===== config.mk =====
export PLATFORM = sky130hd
export DESIGN_NAME = hilo_mul_div
export DESIGN_NICKNAME = d
export VERILOG_FILES = /design/src/rtl/hilo_mul_div_pkg.sv /design/src/rtl/hilo_mul_div.sv
export SDC_FILE = /design/constraint.sdc
export NUM_CORES = 1
export LEC_CHECK = 0
export CORE_MARGIN = 10
export CORE_UTILIZATION = 55
export DETAILED_ROUTE_END_ITERATION = 16
export GPL_TIMING_DRIVEN = 0
export PLACE_DENSITY = 0.74
export RECOVER_POWER = 50
export SYNTH_ARGS = -nofsm -noshare
export SYNTH_HDL_FRONTEND = slang
export SYNTH_SLANG_ARGS = --single-unit

===== constraint.sdc =====
create_clock -name clk -period 9.36 [get_ports clk]
set_input_delay 2.34 -clock clk [delete_from_list [all_inputs] [get_ports clk]]
set_output_delay 2.34 -clock clk [all_outputs]
set_load 0.01 [all_outputs]

===== src/rtl/hilo_mul_div_pkg.sv =====
`default_nettype none
// ============================================================================
// Module      : hilo_mul_div_pkg
// Description : Shared op codes, FSM states and constants for hilo_mul_div.
// Revision    : 1.0
// ============================================================================
package hilo_mul_div_pkg;

    localparam logic [1:0] OP_MULTU = 2'b00;
    localparam logic [1:0] OP_DIVU  = 2'b01;
    localparam logic [1:0] OP_MULT  = 2'b10;
    localparam logic [1:0] OP_DIV   = 2'b11;

    typedef enum logic [1:0] {
        IDLE = 2'd0,
        CALC = 2'd1,
        FIX  = 2'd2,
        DONE = 2'd3
    } state_t;

    // Divide-by-zero quotient pattern; sliced to the operand width at use.
    localparam logic [63:0] DIV0_LO = '1;

endpackage
`default_nettype wire


===== src/rtl/hilo_mul_div.sv =====
`default_nettype none
// ============================================================================
// Module      : hilo_mul_div
// Description : Iterative MULT/MULTU/DIV/DIVU unit with HI/LO result registers.
// Revision    : 1.0
// ============================================================================
module hilo_mul_div
    import hilo_mul_div_pkg::*;
#(
    parameter int WIDTH = 32
) (
    input  logic             clk,
    input  logic             rst,
    input  logic             start,
    input  logic [1:0]       op,
    input  logic [WIDTH-1:0] Rs_Data,
    input  logic [WIDTH-1:0] Rt_Data,
    input  logic             hi_we,
    input  logic             lo_we,
    output logic             busy,
    output logic             done,
    output logic [WIDTH-1:0] Hi,
    output logic [WIDTH-1:0] Lo
);

    localparam int CNT_W = $clog2(WIDTH + 1);
    localparam logic [CNT_W-1:0] c_cnt_one  = CNT_W'(1);
    localparam logic [CNT_W-1:0] c_cnt_init = CNT_W'(WIDTH);

    state_t               r_state;
    state_t               w_state_nxt;
    logic [2*WIDTH-1:0]   r_acc;
    logic [WIDTH-1:0]     r_opb;
    logic [WIDTH-1:0]     r_rs;
    logic                 r_is_div;
    logic                 r_neg_q;
    logic                 r_neg_r;
    logic                 r_div0;
    logic [CNT_W-1:0]     r_cnt;
    logic [WIDTH-1:0]     r_hi;
    logic [WIDTH-1:0]     r_lo;

    logic                 w_open;
    logic                 w_accept;
    logic                 w_rs_neg;
    logic                 w_rt_neg;
    logic [WIDTH-1:0]     w_rs_mag;
    logic [WIDTH-1:0]     w_rt_mag;
    logic [WIDTH:0]       w_mul_sum;
    logic [2*WIDTH-1:0]   w_mul_next;
    logic [WIDTH:0]       w_div_shift;
    logic                 w_div_ge;
    logic [WIDTH-1:0]     w_div_rem;
    logic [2*WIDTH-1:0]   w_div_next;
    logic [2*WIDTH-1:0]   w_prod;
    logic [WIDTH-1:0]     w_quot;
    logic [WIDTH-1:0]     w_rem;

    assign w_open   = (r_state == IDLE) || (r_state == DONE);
    assign w_accept = start && w_open;

    // Signed ops iterate on magnitudes; signs are reapplied in FIX.
    assign w_rs_neg = op[1] & Rs_Data[WIDTH-1];
    assign w_rt_neg = op[1] & Rt_Data[WIDTH-1];
    assign w_rs_mag = w_rs_neg ? -Rs_Data : Rs_Data;
    assign w_rt_mag = w_rt_neg ? -Rt_Data : Rt_Data;

    // Shift-add: multiplier sits in the low half and is consumed LSB first.
    assign w_mul_sum  = {1'b0, r_acc[2*WIDTH-1:WIDTH]} + {1'b0, (r_acc[0] ? r_opb : '0)};
    assign w_mul_next = {w_mul_sum, r_acc[WIDTH-1:1]};

    // Restoring division: remainder in the high half, quotient shifts into the low half.
    assign w_div_shift = r_acc[2*WIDTH-1:WIDTH-1];
    assign w_div_ge    = (w_div_shift >= {1'b0, r_opb});
    always_comb begin
        w_div_rem = w_div_shift[WIDTH-1:0];
        if (w_div_ge) begin
            w_div_rem = w_div_shift[WIDTH-1:0] - r_opb;
        end
    end
    assign w_div_next = {w_div_rem, r_acc[WIDTH-2:0], w_div_ge};

    assign w_prod = r_neg_q ? -r_acc : r_acc;
    assign w_quot = r_neg_q ? -r_acc[WIDTH-1:0] : r_acc[WIDTH-1:0];
    assign w_rem  = r_neg_r ? -r_acc[2*WIDTH-1:WIDTH] : r_acc[2*WIDTH-1:WIDTH];

    always_comb begin
        w_state_nxt = r_state;
        case (r_state)
            IDLE:    if (start) w_state_nxt = CALC;
            CALC:    if (r_cnt == c_cnt_one) w_state_nxt = FIX;
            FIX:     w_state_nxt = DONE;
            DONE:    w_state_nxt = start ? CALC : IDLE;
            default: w_state_nxt = IDLE;
        endcase
    end

    always_ff @(posedge clk) begin
        if (rst) begin
            r_state <= IDLE;
        end else begin
            r_state <= w_state_nxt;
        end
    end

    always_ff @(posedge clk) begin
        if (rst) begin
            r_acc    <= '0;
            r_opb    <= '0;
            r_rs     <= '0;
            r_is_div <= 1'b0;
            r_neg_q  <= 1'b0;
            r_neg_r  <= 1'b0;
            r_div0   <= 1'b0;
            r_cnt    <= '0;
        end else if (w_accept) begin
            r_acc    <= {{WIDTH{1'b0}}, (op[0] ? w_rs_mag : w_rt_mag)};
            r_opb    <= op[0] ? w_rt_mag : w_rs_mag;
            r_rs     <= Rs_Data;
            r_is_div <= op[0];
            r_neg_q  <= w_rs_neg ^ w_rt_neg;
            r_neg_r  <= w_rs_neg;
            r_div0   <= op[0] && (Rt_Data == '0);
            r_cnt    <= c_cnt_init;
        end else if (r_state == CALC) begin
            r_acc <= r_is_div ? w_div_next : w_mul_next;
            r_cnt <= r_cnt - c_cnt_one;
        end
    end

    // MT writes land on the accept edge too; the FIX write later supersedes them.
    always_ff @(posedge clk) begin
        if (rst) begin
            r_hi <= '0;
            r_lo <= '0;
        end else if (r_state == FIX) begin
            if (!r_is_div) begin
                r_hi <= w_prod[2*WIDTH-1:WIDTH];
                r_lo <= w_prod[WIDTH-1:0];
            end else if (r_div0) begin
                r_hi <= r_rs;
                r_lo <= DIV0_LO[WIDTH-1:0];
            end else begin
                r_hi <= w_rem;
                r_lo <= w_quot;
            end
        end else if (w_open) begin
            if (hi_we) r_hi <= Rs_Data;
            if (lo_we) r_lo <= Rs_Data;
        end
    end

    assign busy = (r_state == CALC) || (r_state == FIX);
    assign done = (r_state == DONE);
    assign Hi   = r_hi;
    assign Lo   = r_lo;

endmodule
`default_nettype wire


==> results.py <==
metrics = {
    "placement": {
        "place_hpwl_um": 60700,
        "gp_congestion": 1.07,
        "port_buffers": 122,
        "place_inst": 2844,
    },
    "yosys": {
        "synth.yosys.warnings": 0,
        "synthCells": 2326,
        "yosysSeqAreaShare_pct": 24.2,
        "netlist-cell-type-count": 88,
        "syn_area_sq_um": 16900,
        "ys_ff_latch": 204,
        "ys_async_sr_fraction_pct": 0,
        "avgSynthCellArea_sq_um": 7.25,
        "synth_enable_flop_cells": 0,
        "syn-num-nets": 2475,
        "synth_ff_type": "dfxtp_1",
    },
    "worst_setup_path": {
        "required_ns": 9.78,
        "r2r_end": "r_acc[48]",
        "crit_type": "primary input to register",
        "reg2reg_setup_slack_ns": 4.50,
        "worst_setup_path_start_kind": "primary input",
        "rr_worst_depth": 11,
        "r2r_start": "r_acc[32]",
        "path_max_fanout": 6,
        "cp-end-kind": "register",
        "cp_data_arrival_time_ns": 5.87,
    },
    "hold_path": {
        "hold_class": "register to register",
        "hold-path-endpoint": "r_rs[15]",
        "hold_start": "r_rs[15]",
        "whs_path_depth": 2,
    },
    "clock_network": {
        "ctsResizeCount": 0,
        "clockBufferDepth": 3,
        "cts-root-buf": "clkbuf_16",
        "postCtsHoldBufs": 0,
        "tritoncts": "done",
        "post-cts-setup-buffers": 0,
        "clk_latency_ns": 0.55,
        "cts.clk_slew.worst_paths_ns": 0.07,
        "cts_buffers": 24,
        "cts_htree_levels": 1,
        "cts.sinks": 204,
    },
    "floorplanning": {
        "core-area_sq_um": 30400,
        "die_w_um": 195,
        "die_h_um": 195,
        "dieArea_sq_um": 38000,
        "io_pins": 137,
        "initial_core_util_pct": 55.4,
        "rows": 64,
    },
    "detailed_routing": {
        "first_iter_violations": 2646,
        "drcViolationCount": 0,
        "vias_per_cell": 6.79,
        "vias": 19600,
        "dr.pass1.iters": 8,
        "final_antenna_net_count": 0,
        "post_drt_wl_per_cell_um": 26.9,
        "wl_um": 77800,
    },
    "timing": {
        "hold_viol": 0,
        "finClkSkew_ns": 0.0139,
        "final_max_slew_viol_count": 0,
        "fin_crit_sh_pct": 58.3,
        "tightest_slew_ns": 1.27,
        "setup_viol": 0,
        "rsz0062_at_grt": "no",
        "fmax_mhz": 183,
        "fin_setup_tns_ns": 0,
        "max_slew_margin_pct": 14.6,
        "min_period_ns": 5.45,
        "hold_ws_ns": 0.452,
    },
    "grt": {
        "grt-ovfl-total": 0,
        "grt_pass1_wl_um": 114000,
        "antenna_found_initial": 1,
        "grt_usage_pct": 38.5,
        "grt_max_degree": 14,
        "grt_pass1_vias": 18600,
    },
    "layout": {
        "final_common_cell": "nand2_1",
        "fin_util_pct": 63.6,
        "n_fill_cell": 2811,
        "final_cells": 2890,
        "nets": 2623,
        "final_cell_mix": "nand2_1 (318), a21oi_1 (262), dfxtp_1 (204)",
        "seq_area_sq_um": 4080,
        "multi_input_area_sq_um": 11700,
        "drive_above_1_share_pct": 3.93,
        "syn2layout_area_growth_pct": 14.8,
    },
    "power_and_ir_drop": {
        "vdd_drop_max_mv": 0.202,
        "p_per_area_nw_per_um2": 333,
        "leakage_nw": 7.26,
    },
    "run": {
        "drv_cap": 0,
    },
    "outcome": {
        "status": "complete, no violations",
    },
}
report_power, final:
part	leakage, nW	switching (mW)	internal (mW)
Sequential	1.68	0.248	1.13
Clock	0.378	0.419	0.526
Combinational	5.20	2.76	1.36
stage by stage:
step | power, mW | setup WS [ns] | instance area (sq um)
2_1_floorplan | 3.89 | 4.63 | 16900
3_5_place_dp | 5.33 | 3.62 | 18600
4_1_cts | 6.28 | 4.17 | 19300
3_3_place_gp | 5.28 | 3.59 | 18600
6_report | 6.44 | 3.91 | 19300
5_1_grt | 6.71 | 3.87 | 19300
registers in the layout, summed over array words and instances, names as in the netlist:
signal / flops
r_cnt: 6
Lo: 32
r_state: 2
r_rs: 32
r_opb: 32
r_neg_r: 1
r_is_div: 1
Hi: 32
r_acc: 64
r_div0: 1
r_neg_q: 1
how the worst max path moves through the flow:
stage,cells after the start,to,slack [ns],from
2_1_floorplan,9,r_opb[21],4.63,Rs_Data[7]
3_3_place_gp,10,r_acc[26],3.59,Rs_Data[3]
3_5_place_dp,10,r_acc[26],3.62,Rs_Data[3]
4_1_cts,10,r_acc[26],4.17,Rs_Data[3]
5_1_grt,10,r_acc[26],3.87,Rs_Data[3]
6_report,9,r_acc[17],3.91,Rs_Data[9]
synthesized netlist by cell type, types with 5 or more instances:
cell	n	area share, %
nand2b_1	20	0.74
buf_1	18	0.40
a21boi_0	5	0.22
o31ai_1	27	1.2
nor2_1	199	4.4
or2_2	10	0.37
o21a_1	12	0.53
o32ai_1	15	0.78
mux2i_1	47	2.8
or4_1	12	0.53
o21bai_1	13	0.58
xnor2_1	117	6.1
nand4_1	12	0.45
a311oi_1	8	0.42
inv_1	73	1.6
a221oi_1	7	0.36
and3_1	15	0.56
nor3_1	48	1.4
clkbuf_1	148	3.3
and2_1	5	0.19
buf_6	5	0.33
a21oi_1	262	7.8
buf_2	15	0.45
a32o_1	6	0.36
o21ai_0	137	4.1
a32oi_1	5	0.26
nand2_1	318	7.1
o221ai_1	56	2.9
a21o_1	22	0.98
xor2_1	75	3.9
nand3_1	41	1.2
nor4_1	20	0.74
dfxtp_1	204	24
o41ai_1	11	0.57
ha_1	76	5.6
a211oi_1	39	1.7
a31oi_1	27	1.0
or3_1	24	0.89
o211ai_1	65	2.9
o22ai_1	13	0.48
metal layers:
layer | track usage, % | vias to the layer above | share of wire, %
met4 | 25.1 | 2 | 7.7
met2 | 58.3 | 1361 | 43
li1 | - | 8737 | -
met3 | 13.1 | 365 | 13
met5 | 0 | - | 0.017
met1 | 45.6 | 9159 | 37
worst max-delay path, cell delays in order:
cell and delay (ns):
clkdlybuf4s50_1 0.67, or4_1 0.55, or4_1 0.50, or3_1 0.48, o41ai_2 0.26, xor2_1 0.59
nor2_1 0.09, a21oi_1 0.25, o22ai_1 0.13
layout make-up:
| cell class | instances | share of cell area [%] |
|---|---|---|
| multi-input combinational | 1858 | 60.5 |
| sequential | 204 | 21.1 |
| timing repair buffer | 122 | 6.31 |
| buffer | 190 | 4.04 |
| clock buffer | 30 | 3.38 |
| tap | 396 | 2.56 |
| inverter | 74 | 1.44 |
| clock inverter | 13 | 0.608 |
| antenna | 3 | 0.0388 |
cells by family after synthesis:
| group | Yosys count | synth area share [%] |
|---|---|---|
| buf+inv | 264 | 6.29 |
| mux | 50 | 2.99 |
| xor+xnor | 192 | 9.98 |
| flops | 204 | 24.2 |
| fa+ha+maj | 78 | 5.88 |
| simple gates | 766 | 21.1 |
| compound gates | 772 | 29.5 |
Note: power is estimated with default switching activity, not from simulation.
